<file path="config.mk">
export PLATFORM = sky130hd
export DESIGN_NAME = scan_word
export DESIGN_NICKNAME = d
export VERILOG_FILES = /design/src/rtl/scan_word.sv
export SDC_FILE = /design/constraint.sdc
export NUM_CORES = 1
export LEC_CHECK = 0
export CAP_MARGIN = 5
export CELL_PAD_IN_SITES_DETAIL_PLACEMENT = 1
export CELL_PAD_IN_SITES_GLOBAL_PLACEMENT = 1
export CORE_ASPECT_RATIO = 0.9
export CORE_MARGIN = 2
export CORE_UTILIZATION = 39
export DETAILED_ROUTE_END_ITERATION = 7
export PLACE_DENSITY = 0.86
export SKIP_CTS_REPAIR_TIMING = 1
export SLEW_MARGIN = 5
export SYNTH_ARGS = -nofsm -noshare
export SYNTH_HDL_FRONTEND = slang
export SYNTH_SLANG_ARGS = --single-unit
</file>
<file path="constraint.sdc">
create_clock -name clk -period 3.9 [get_ports clk]
set_input_delay 0.78 -clock clk [delete_from_list [all_inputs] [get_ports clk]]
set_output_delay 0.78 -clock clk [all_outputs]
set_load 0.01 [all_outputs]
</file>
<file path="src/rtl/scan_word.sv">
// Packs UART bytes LSB-first into a byte or 32-bit word for the debug controller (req/ack out).
// Latency: ack one cycle after the final accepted byte; rdy_rx is high only while collecting, one byte per cycle max.
module scan_word #(
    parameter int unsigned TIMEOUT = 0
) (
    input  logic        clk,
    input  logic        rstn,
    input  logic        req_rx,
    input  logic        type_rx,
    input  logic        vld_rx,
    input  logic [7:0]  d_rx,
    output logic        rdy_rx,
    output logic [31:0] din_rx,
    output logic        ack_rx,
    output logic        err_rx
);

    localparam bit          TO_EN      = (TIMEOUT > 0);
    localparam int unsigned GW         = (TIMEOUT > 1) ? $clog2(TIMEOUT) : 1;
    localparam int unsigned GAP_LAST_I = (TIMEOUT > 0) ? (TIMEOUT - 1) : 0;
    localparam logic [GW-1:0] GAP_LAST = GW'(GAP_LAST_I);

    typedef enum logic [1:0] {
        ST_IDLE = 2'd0,
        ST_RECV = 2'd1,
        ST_DONE = 2'd2
    } state_e;

    state_e        state_q, state_d;
    logic          word_q, word_d;
    logic [1:0]    cnt_q, cnt_d;
    logic [GW-1:0] gap_q, gap_d;
    logic [31:0]   din_q, din_d;
    logic          err_q, err_d;

    logic          last_byte;
    logic          gap_active;
    logic          gap_expired;

    assign last_byte   = !word_q || (cnt_q == 2'd3);
    assign gap_active  = TO_EN && word_q && (cnt_q != 2'd0);
    // Expiry is detected on the edge where the idle count would reach TIMEOUT.
    assign gap_expired = gap_active && (gap_q == GAP_LAST);

    always_comb begin
        state_d = state_q;
        word_d  = word_q;
        cnt_d   = cnt_q;
        gap_d   = gap_q;
        din_d   = din_q;
        err_d   = 1'b0;

        case (state_q)
            ST_IDLE: begin
                if (req_rx) begin
                    state_d = ST_RECV;
                    word_d  = type_rx;
                    cnt_d   = 2'd0;
                    gap_d   = '0;
                    din_d   = 32'd0;
                end
            end

            ST_RECV: begin
                if (!req_rx) begin
                    state_d = ST_IDLE;
                end else if (vld_rx) begin
                    din_d[{cnt_q, 3'b000} +: 8] = d_rx;
                    cnt_d = cnt_q + 2'd1;
                    gap_d = '0;
                    if (last_byte) begin
                        state_d = ST_DONE;
                    end
                end else if (gap_expired) begin
                    cnt_d = 2'd0;
                    gap_d = '0;
                    din_d = 32'd0;
                    err_d = 1'b1;
                end else if (gap_active) begin
                    gap_d = gap_q + GW'(1);
                end
            end

            ST_DONE: begin
                if (!req_rx) begin
                    state_d = ST_IDLE;
                end
            end

            default: begin
                state_d = ST_IDLE;
            end
        endcase
    end

    always_ff @(posedge clk) begin
        if (!rstn) begin
            state_q <= ST_IDLE;
            word_q  <= 1'b0;
            cnt_q   <= 2'd0;
            gap_q   <= '0;
            din_q   <= 32'd0;
            err_q   <= 1'b0;
        end else begin
            state_q <= state_d;
            word_q  <= word_d;
            cnt_q   <= cnt_d;
            gap_q   <= gap_d;
            din_q   <= din_d;
            err_q   <= err_d;
        end
    end

    assign rdy_rx = (state_q == ST_RECV);
    assign ack_rx = (state_q == ST_DONE);
    assign din_rx = din_q;
    assign err_rx = err_q;

endmodule

</file>
==> impl_summary.md <==
Drt
The first TritonRoute pass finished after 4 iterations. The count of antenna-violating nets left after detailed routing is 0. Detailed routing inserted a total of ~1,500 vias.

The total routed wirelength is 4.56 mm. The first routing iteration left 76 violations. The routed length per instance is 16.3 µm. The number of remaining DRC errors is 0. The mean number of vias per cell is 5.28.

Cells and area
The area growth from synthesis to layout is 31.8%. Of the cells placed in the final design, the portion with a size suffix greater than 1 is between 7 and 8%. Summing all non-filler instances in the final layout gives an area of 2330 µm². Summing all multi-input logic gate instances after layout gives about 920 µm². The final design utilization is 52.9%. The antenna cell count is 0. The number of nets in the layout is between 200 and 250.

The fill cell instance count of the final layout is ~500. The sequential cells in the finished layout cover a total of 741 µm².

STA
The relative slew slack is 39.7%. Dividing the final minimum period by the clock period gives 64.9%. The clock period could shrink to roughly 2.5 ns. Setup violations remaining at the end of the flow were counted as 0. The setup slack after layout is 1.37 ns. The number of max-slew violations in the final report is 0. At the pin with the least slew margin, the transition time is roughly 0.9 ns. Adding up every negative setup slack in the final design gives 0 ns. Derived from the worst setup path, the maximum achievable clock frequency is 0.395 GHz. Setup repair after global routing left no endpoint under its margin. Clock skew on the completed layout was measured at 0.00415 ns. Final hold analysis gives a worst-case slack of roughly 0.46 ns. The total count of hold-check failures in the final report is 0.

Synth
The synthesized area divided by synthesized cell count is between 9 and 10 µm². The commonest cells after synthesis are dfxtp_1 (37), nand2_1 (21), mux2i_1 (15), nand4_1 (15), nand3_1 (10). The top cell type by area accounts for between 40% and 50% of the synthesized area. In this run the cell area of the synthesized design comes to 1770 µm².

Yosys printed 0 warnings. After synthesis, the cell types taking the most area are dfxtp_1 (42%), mux2i_1 (8.5%), nand4_1 (5.3%), nand2_1 (4.5%), o211ai_1 (3.8%). In the synthesized netlist the async set-or-reset flop fraction comes to 0%. The cell count after synthesis is 180. For this run, the leading register cell type out of synthesis is dfxtp_1. The flop and latch count out of synthesis is 37. The synthesized net count is 198.

dfxtp_1 takes more of the synthesized area than any other cell. Counting flops with a built-in enable in the synthesized netlist gives 0. Yosys mapped the design onto 39 distinct sky130hd cell types. The sequential-to-total area share from yosys stat is around two fifths. The most common cell in the synthesized netlist is dfxtp_1.

Min path
The beginning of the worst hold path is din_rx[5]$_SDFFE_PN0P_. The type of the tightest min-delay check is flop to flop.

Global routing
The initial antenna violation count came to 0. The first global-routing pass estimated 7.02 mm of wire. The total global-route track usage is 18.7%. The global route total overflow is 0. The pin count of the biggest net entering global routing is 56. The number of global-route vias before repair is 1,340.

Placed design
The number of port buffers is 46. The last weighted congestion value of the routability-driven placer is 0.791. The HPWL reported at the end of detailed placement is between 3 and 4 mm. After detailed placement, the total cell area comes to approximately 2200 µm². The pre-CTS setup slack is around 1.3 ns.

Clock tree
After clock tree synthesis, the clock-pin slew on the worst setup and hold paths is 0.07 ns. The clock tree synthesis step divided the H-tree into 2 levels. The TritonCTS clock tree is built. Counting along the longest clock path gives a buffer depth of 2. In this run the clock root is driven by a clkbuf_8. The number of buffers inserted during clock tree synthesis is 5. Clock tree synthesis found a total of 37 sinks. The latest clock arrival within the worst-skew pair is 0.29 ns.

Floorplanning
The initialized floorplan defines 23 standard-cell rows. From left edge to right edge, the die measures between 70 and 80 µm. The full die area is 5080 µm². During I/O placement, the number of pins put on the boundary was between 40 and 50. The initial utilization of the core area, before any placement, comes to 40.1%. The core region is between 4000 and 5000 µm². Measured along the y axis, the die boundary spans 67.8 µm.

Power and ir drop
The power per cell area is approximately 350 nW/µm². The worst-case IR drop observed on VDD is between 0.15 and 0.2 mV. Summed over all cells, the static leakage comes to 0.000847 µW.

Critical path
By startpoint and endpoint, the worst setup path is classified as flop to output pin. The critical path startpoint category is a flop. The most critical setup path has its startpoint at state_q[0]$_SDFFE_PN0P_. STA puts the critical path data required time at approximately 3.1 ns. The capturing element type of the critical path is an output pin. The data arrival time of the critical path is 1.75 ns. The startpoint identified for the worst register-to-register timing path is cnt_q[0]$_SDFFE_PN0P_.

Of all nets on the critical path, the largest fanout is 14.

Run
The reported max-cap violation count is 0.

Status
The flow ran to the end, and the final reports show no timing, DRC or antenna violations.
per-layer routing:
metal | track usage [%] | vias up | wire, µm
li1 | - | 735 | -
met1 | 27.1 | 700 | 2320
met2 | 26.6 | 37 | 2000
met3 | 4.86 | 6 | 187
met4 | 6.70 | 0 | 63
met5 | 0 | - | 0
placed cells by master (no fill, tap or decap), drive strengths merged, types with 3 or more instances in the layout:
| cell type | Yosys | layout |
|---|---|---|
| clkbuf | 6 | 7 |
| o31ai | 8 | 8 |
| nand3 | 10 | 10 |
| clkdlybuf4s50 | 0 | 46 |
| a21oi | 3 | 3 |
| mux2i | 15 | 15 |
| nor2b | 5 | 5 |
| ha | 5 | 5 |
| nand2 | 21 | 21 |
| a22o | 7 | 7 |
| o211ai | 9 | 9 |
| a21boi | 4 | 4 |
| nand4 | 15 | 15 |
| dfxtp | 37 | 37 |
registers in the layout, summed over array words and instances (netlist names):
| name | flops |
|---|---|
| din_rx | 32 |
| cnt_q | 2 |
| state_q | 2 |
| word_q | 1 |
worst max-delay path, cell delays in order (launching register included):
cell	delay, ns
dfxtp_1	0.67
and2b_2	0.26
clkdlybuf4s50_1	0.53
cell type report:
type | count | area share [%]
flip-flops and latches | 37 | 31.8
clock inverters | 1 | 1.29
repair buffers | 47 | 20.1
clock buffers | 7 | 3.71
multi-input cells | 124 | 39.4
inverters | 2 | 0.323
well taps | 62 | 3.33
metrics by stage:
stage / instances / power [µW]
6_report: 280 / 812
5_1_grt: 280 / 845
4_1_cts: 280 / 821
3_5_place_dp: 272 / 473
3_3_place_gp: 272 / 472
2_1_floorplan: 180 / 445
path summary, 6_finish.rpt:
check | end | slack [ns] | cells past startpoint
max reg2reg | din_rx[25]$_SDFFE_PN0P_ | 1.95 | 5
max | rdy_rx | 1.37 | 2
min reg2reg | din_rx[5]$_SDFFE_PN0P_ | 0.46 | 2
min | din_rx[5]$_SDFFE_PN0P_ | 0.46 | 2
logic make-up (layout without fill, tap and decap cells):
| kind of cell | after synthesis | count (layout) | share of synthesized area, % |
|---|---|---|---|
| buffers and inverters | 19 | 57 | 6.09 |
| and+or+nand+nor | 64 | 64 | 21.3 |
| other | 1 | 1 | 0.212 |
| AOI/OAI and AO/OA | 39 | 39 | 18.4 |
| adders and majority gates | 5 | 5 | 3.54 |
| DFF | 37 | 37 | 42.0 |
| muxes | 15 | 15 | 8.50 |
power breakdown:
part | switching (µW) | total (µW) | internal, µW
Clock | 138 | 347 | 209
Sequential | 5.15 | 386 | 381
Combinational | 46.6 | 78.8 | 32.2
Total | 190 | 812 | 622
No activity file was read; power rests on OpenSTA's default activity.
==> edit 1 (same settings) <==
Take the reset off `din_q` and load it in a clocked block of its own.
--- a/src/rtl/scan_word.sv
+++ b/src/rtl/scan_word.sv
@@ -100,5 +100,4 @@
             cnt_q   <= 2'd0;
             gap_q   <= '0;
-            din_q   <= 32'd0;
             err_q   <= 1'b0;
         end else begin
@@ -107,7 +106,10 @@
             cnt_q   <= cnt_d;
             gap_q   <= gap_d;
-            din_q   <= din_d;
             err_q   <= err_d;
         end
+    end
+
+    always_ff @(posedge clk) begin
+        din_q <= din_d;
     end
 
Check against the original RTL: differs if rstn is asserted again (counterexample within 4 cycles, from zero or initial values and one cycle with rstn low); with rstn held inactive, the same outputs for 10 cycles.
==> edit 1 against the unedited design <==
Power increased by 8.9%; wire length rose by 4.0%; final area up 7.1%; first-iteration DRC count increased by 45%; sequential cell count unchanged; synthesized area is 7.8% higher; setup slack worse by 0.11 ns; non-clock buffer count rose by 1; cell count down 1.1%.
==> edit 1: results (changes against the unedited design) <==
- Status: complete, no violations
- Tightest Hold Check Type: register to register
- GP Congestion: 0.7370 (-6.8%)
- CP arrival: 1.86 ns (+0.11 ns)
- Pre-CTS WS: 1.559 ns (+0.2297 ns)
- Top cells by count, synth: edfxtp_1, a21oi_1, nand3b_1, nand2b_1, nand3_1
- Number of synthesized flops with an enable pin: 32 (+32)
- Worst R2R Path Depth: 5 (unchanged)
- Net Count, Synth: 184 (-7.1%)
- Hold endpoint: cnt_q[1]$_SDFFE_PN0P_
- FF-to-FF setup slack: 1.91 ns (-0.04 ns)
- Layout cell share with drive strength beyond 1: 6.132% (-1.7 points)
- Total Routing Usage GR: 18.07% (-0.65 points)
- Via Count: 1461 (-1.2%)
- Final wirelength: 4.745 mm (+4.0%)
- Initial drt markers: 110 (+45%)
- Yosys top cell by area: edfxtp_1
- Hold wc startpoint: cnt_q[1]$_SDFFE_PN0P_
- CP max-delay cell: clkdlybuf4s50_1
- Seq/Total Area, Yosys: 55.75% (+14 points)
- Leakage: 0.8557 nW (+0.97%)
- Dpl hpwl: 3.423 mm (+7.7%)
- Clk_skew: 0.005301 ns (+0.001147 ns)
- Clk_lat worst skew: approximately 0.28 ns
- FFs w/ async S/R, synth: 0% (unchanged)
- FILL cells: 524 (+2.1%)
- Crit-path max FO: 24 (+10)
- Inserted Diodes: 0 (unchanged)
- Final nets: 229 (-2.6%)
- Critical R2R Launch: cnt_q[0]$_SDFFE_PN0P_
- Reg-to-Reg End: din_rx[28]$_SDFFCE_PP0P_
- Synth unique cells: 31 (-21%)
- Sw Ratio: 23.92% (+0.51 points)
- CP max stage delay: 0.53 ns (-0.14 ns)
- VDD IR max: 0.2154 mV (+17%)
- Largest net degree at the start of global routing: 35 (-38%)
- Synth area leaders: edfxtp_1, nand3b_1, nand2b_1, a21oi_1, dfxtp_1
- Global-route wire length before repair: 7.734 mm (+10%)
- YS warnings: 0 (unchanged)
==> edit 1: cell count changes after synthesis, moves of 15 or more <==
cell,before,now
dfxtp_1,37,5
nand3b_1,1,20
nand2_1,21,6
nand2b_1,2,19
nand4_1,15,0
a21oi_1,1,21
edfxtp_1,0,32
==> edit 1: how the worst max path moves through the flow <==
stage,startpoint,cells past startpoint,to,slack (ns)
detailed placement,state_q[1]$_SDFFE_PN0P_,4,rdy_rx,1.56
finish,state_q[1]$_SDFFE_PN0P_,4,rdy_rx,1.26
global route,state_q[1]$_SDFFE_PN0P_,4,rdy_rx,1.13
CTS,state_q[1]$_SDFFE_PN0P_,4,rdy_rx,1.24
global placement,state_q[1]$_SDFFE_PN0P_,4,rdy_rx,1.60
floorplan,vld_rx,2,din_rx[0]$_SDFFCE_PP0P_,1.25
==> edit 1: cell families (layout without fill, tap and decap cells) <==
kind of cell,Yosys count,in the layout,share of synthesized area [%]
AO/OA/AOI/OAI,35,35,10.52
adder cells (fa/ha/maj),5,5,3.287
buffers and inverters,14,60,4.207
flip-flops,37,37,55.75
multiplexers,2,2,1.052
other,1,1,0.1970
AND/OR/NAND/NOR,72,72,24.98
==> edit 1: per-layer routing <==
layer / track usage, % / routed length, microns / vias to the layer above
met5: 0 / 0 / -
met4: 2.976 / 21 / 0
met3: 4.522 / 212 / 2
met2: 29.79 / 2332 / 43
met1: 24.48 / 2178 / 724
li1: - / - / 692
==> edit 1: through the flow <==
step	instance area, sq um	utilization [%]	hold WS [ns]	total power, mW	instances
2_1_floorplan	1903	-	0.4677	0.5436	166
5_1_grt	2492	52.20	0.5651	0.9271	277
6_report	2492	52.20	0.5334	0.8839	277
4_1_cts	2492	52.20	0.5431	0.8945	277
3_5_place_dp	2402	50.31	0.5261	0.6204	269
3_3_place_gp	2402	50.31	0.4894	0.6149	269
==> edit 1: final cells by class <==
type	count	share of cell area, %
Multi-Input combinational cell	115	30.82
Tap cell	65	3.263
Sequential cell	37	42.57
Clock buffer	8	3.614
Timing Repair Buffer	48	19.08
Inverter	4	0.6526
==> edit 1: worst max-delay path: cells and delay by family (launching register included) <==
family | cells | cell delay [ns]
buffers and inverters | 3 | 1.03
flip-flops | 1 | 0.42
AND/OR/NAND/NOR | 1 | 0.13
==> edit 1: power groups by stage <==
| stage | Combinational [mW] | Clock [mW] | Sequential, mW |
|---|---|---|---|
| 2_1_floorplan | 0.0525 | 0 | 0.491 |
| 3_3_place_gp | 0.133 | 0 | 0.482 |
| 3_5_place_dp | 0.137 | 0 | 0.483 |
| 4_1_cts | 0.137 | 0.282 | 0.475 |
| 5_1_grt | 0.147 | 0.302 | 0.478 |
| 6_report | 0.136 | 0.273 | 0.475 |
==> edit 2 (same settings) <==
Made on the original files. Make the reset (`rstn`) asynchronous in one clocked block.
--- a/src/rtl/scan_word.sv
+++ b/src/rtl/scan_word.sv
@@ -94,5 +94,5 @@
     end
 
-    always_ff @(posedge clk) begin
+    always_ff @(posedge clk or negedge rstn) begin
         if (!rstn) begin
             state_q <= ST_IDLE;
Check against the original RTL: differs if rstn is asserted again (counterexample within 4 cycles, from zero or initial values and one cycle with rstn low); with rstn held inactive, the same outputs for 10 cycles.
==> edit 2 against the unedited design <==
Synthesized area up 2.1%; wire length up 10%; setup slack worse by 0.092 ns; final area up 2.7%; die area up 1.9%; cell count down 7.9%; sequential cell count unchanged; via count down 7.8%; sequential share of layout area up 6.9 points; critical endpoint unchanged; largest cell class is now flip-flops and latches; highest routed layer unchanged.
Power is not compared: it rests on default switching activity, and its combinational part moved more than twofold at a synthesized area within 25%.
==> edit 2: results (changes against the unedited design) <==
- Global-route wire length before repair: 7.783 mm (+11%)
- Synth area leaders: dfrtp_1, mux2_2, and3_1, o2bb2ai_1, ha_1
- Seq/Total Area, Yosys: 51.39% (+9.4 points)
- FILL cells: 453 (-12%)
- Final nets: 213 (-9.4%)
- Hold depth: 1 (-1)
- Layout cell share with drive strength beyond 1: 17.86% (+10 points)
- WL/cell: 19.49 microns (+20%)
- H-tree levels: 2 (unchanged)
- GP Congestion: 0.8238 (+4.2%)
- CP arrival: 1.84 ns (+0.09 ns)
- DR vias/cell: 5.279 (about the same)
- Input/output buffers: 46 (unchanged)
- Slew headroom: 43.22% (+3.5 points)
- Net Count, Synth: 166 (-16%)
- Ys flop type: dfrtp_1
- Syn avg cell area: 12.17 sq um (+24%)
- Placed cells: 250 (-8.1%)
- Tightest Hold Check Type: register to register
- Status: complete, no violations
- Synth unique cells: 30 (-23%)
- CP max stage delay: 0.69 ns (+0.02 ns)
- Clk_skew: 0.008731 ns (+0.004577 ns)
- FFs w/ async S/R, synth: 100.0% (+100 points)
- Largest net degree at the start of global routing: 38 (-32%)
- Inserted Diodes: 0 (unchanged)
- Vias in the first global route: 1507 (+12%)
- Initial drt markers: 39 (-49%)
- CP max-delay cell: dfrtp_1
- Worst R2R Path Depth: 5 (unchanged)
- Dpl hpwl: 3.648 mm (+15%)
- Initial antenna violation count: 0 (unchanged)
- Top cells by count, synth: dfrtp_1, mux2_2, and3_1, nand3_1, o2bb2ai_1
- Total Routing Usage GR: 21.15% (+2.4 points)
- Final wirelength: 5.028 mm (+10%)
[edit 2: through the flow]
| stage | worst slack [ns] | instance area, sq um | hold WS, ns | util, % |
|---|---|---|---|---|
| 2_1_floorplan | 2.146 | 1802 | 0.4817 | - |
| 3_3_place_gp | 1.452 | 2308 | 0.4743 | 51.75 |
| 3_5_place_dp | 1.296 | 2308 | 0.4746 | 51.75 |
| 4_1_cts | 1.256 | 2391 | 0.5037 | 53.60 |
| 5_1_grt | 1.182 | 2391 | 0.5274 | 53.60 |
| 6_report | 1.279 | 2391 | 0.5026 | 53.60 |
[edit 2: worst max-delay path, delay by kind of cell, from the launching register on]
family / cells / cell delay [ns]
flops: 1 / 0.69
buf+inv: 1 / 0.58
simple gates: 1 / 0.28
[edit 2: worst paths after layout]
check,to,startpoint,slack [ns]
max,rdy_rx,state_q[0]$_DFFE_PN0P_,1.28
min,din_rx[16]$_DFFE_PN0P_,din_rx[16]$_DFFE_PN0P_,0.50
max reg2reg,din_rx[6]$_DFFE_PN0P_,cnt_q[0]$_DFFE_PN0P_,1.62
min reg2reg,din_rx[16]$_DFFE_PN0P_,din_rx[16]$_DFFE_PN0P_,0.50
max in group asynchronous,din_rx[23]$_DFFE_PN0P_,rstn,2.65
min in group asynchronous,din_rx[1]$_DFFE_PN0P_,rstn,0.90
[edit 2: cell families after synthesis]
group / after synthesis / share of synthesized area, %
AO/OA/AOI/OAI: 22 / 10.83
adder cells (fa/ha/maj): 5 / 3.472
buffers and inverters: 11 / 3.195
flip-flops: 37 / 51.39
multiplexers: 22 / 13.75
other: 1 / 0.2081
AND/OR/NAND/NOR: 50 / 17.15
[edit 2: final cells by class]
| cell class | instances | area share (%) |
|---|---|---|
| Clock inverter | 2 | 0.4186 |
| Tap cell | 62 | 3.244 |
| Timing Repair Buffer | 48 | 19.88 |
| Multi-Input combinational cell | 100 | 34.22 |
| Sequential cell | 37 | 38.72 |
| Clock buffer | 6 | 3.035 |
| Inverter | 3 | 0.4710 |
[edit 2: routing by layer]
| metal | vias to the layer above | global-route usage, % | part of all wire, % |
|---|---|---|---|
| li1 | 632 | - | - |
| met1 | 683 | 27.59 | 45 |
| met2 | 38 | 33.59 | 50 |
| met3 | 9 | 5.007 | 3.6 |
| met4 | 0 | 8.991 | 1.6 |
| met5 | - | 0 | 0 |
[edit 2: power by group]
part / internal [mW] / switching [mW]
sequential: 0.406 / 0.0235
combinational: 0.0959 / 0.111
clock: 0.124 / 0.133
total: 0.626 / 0.267
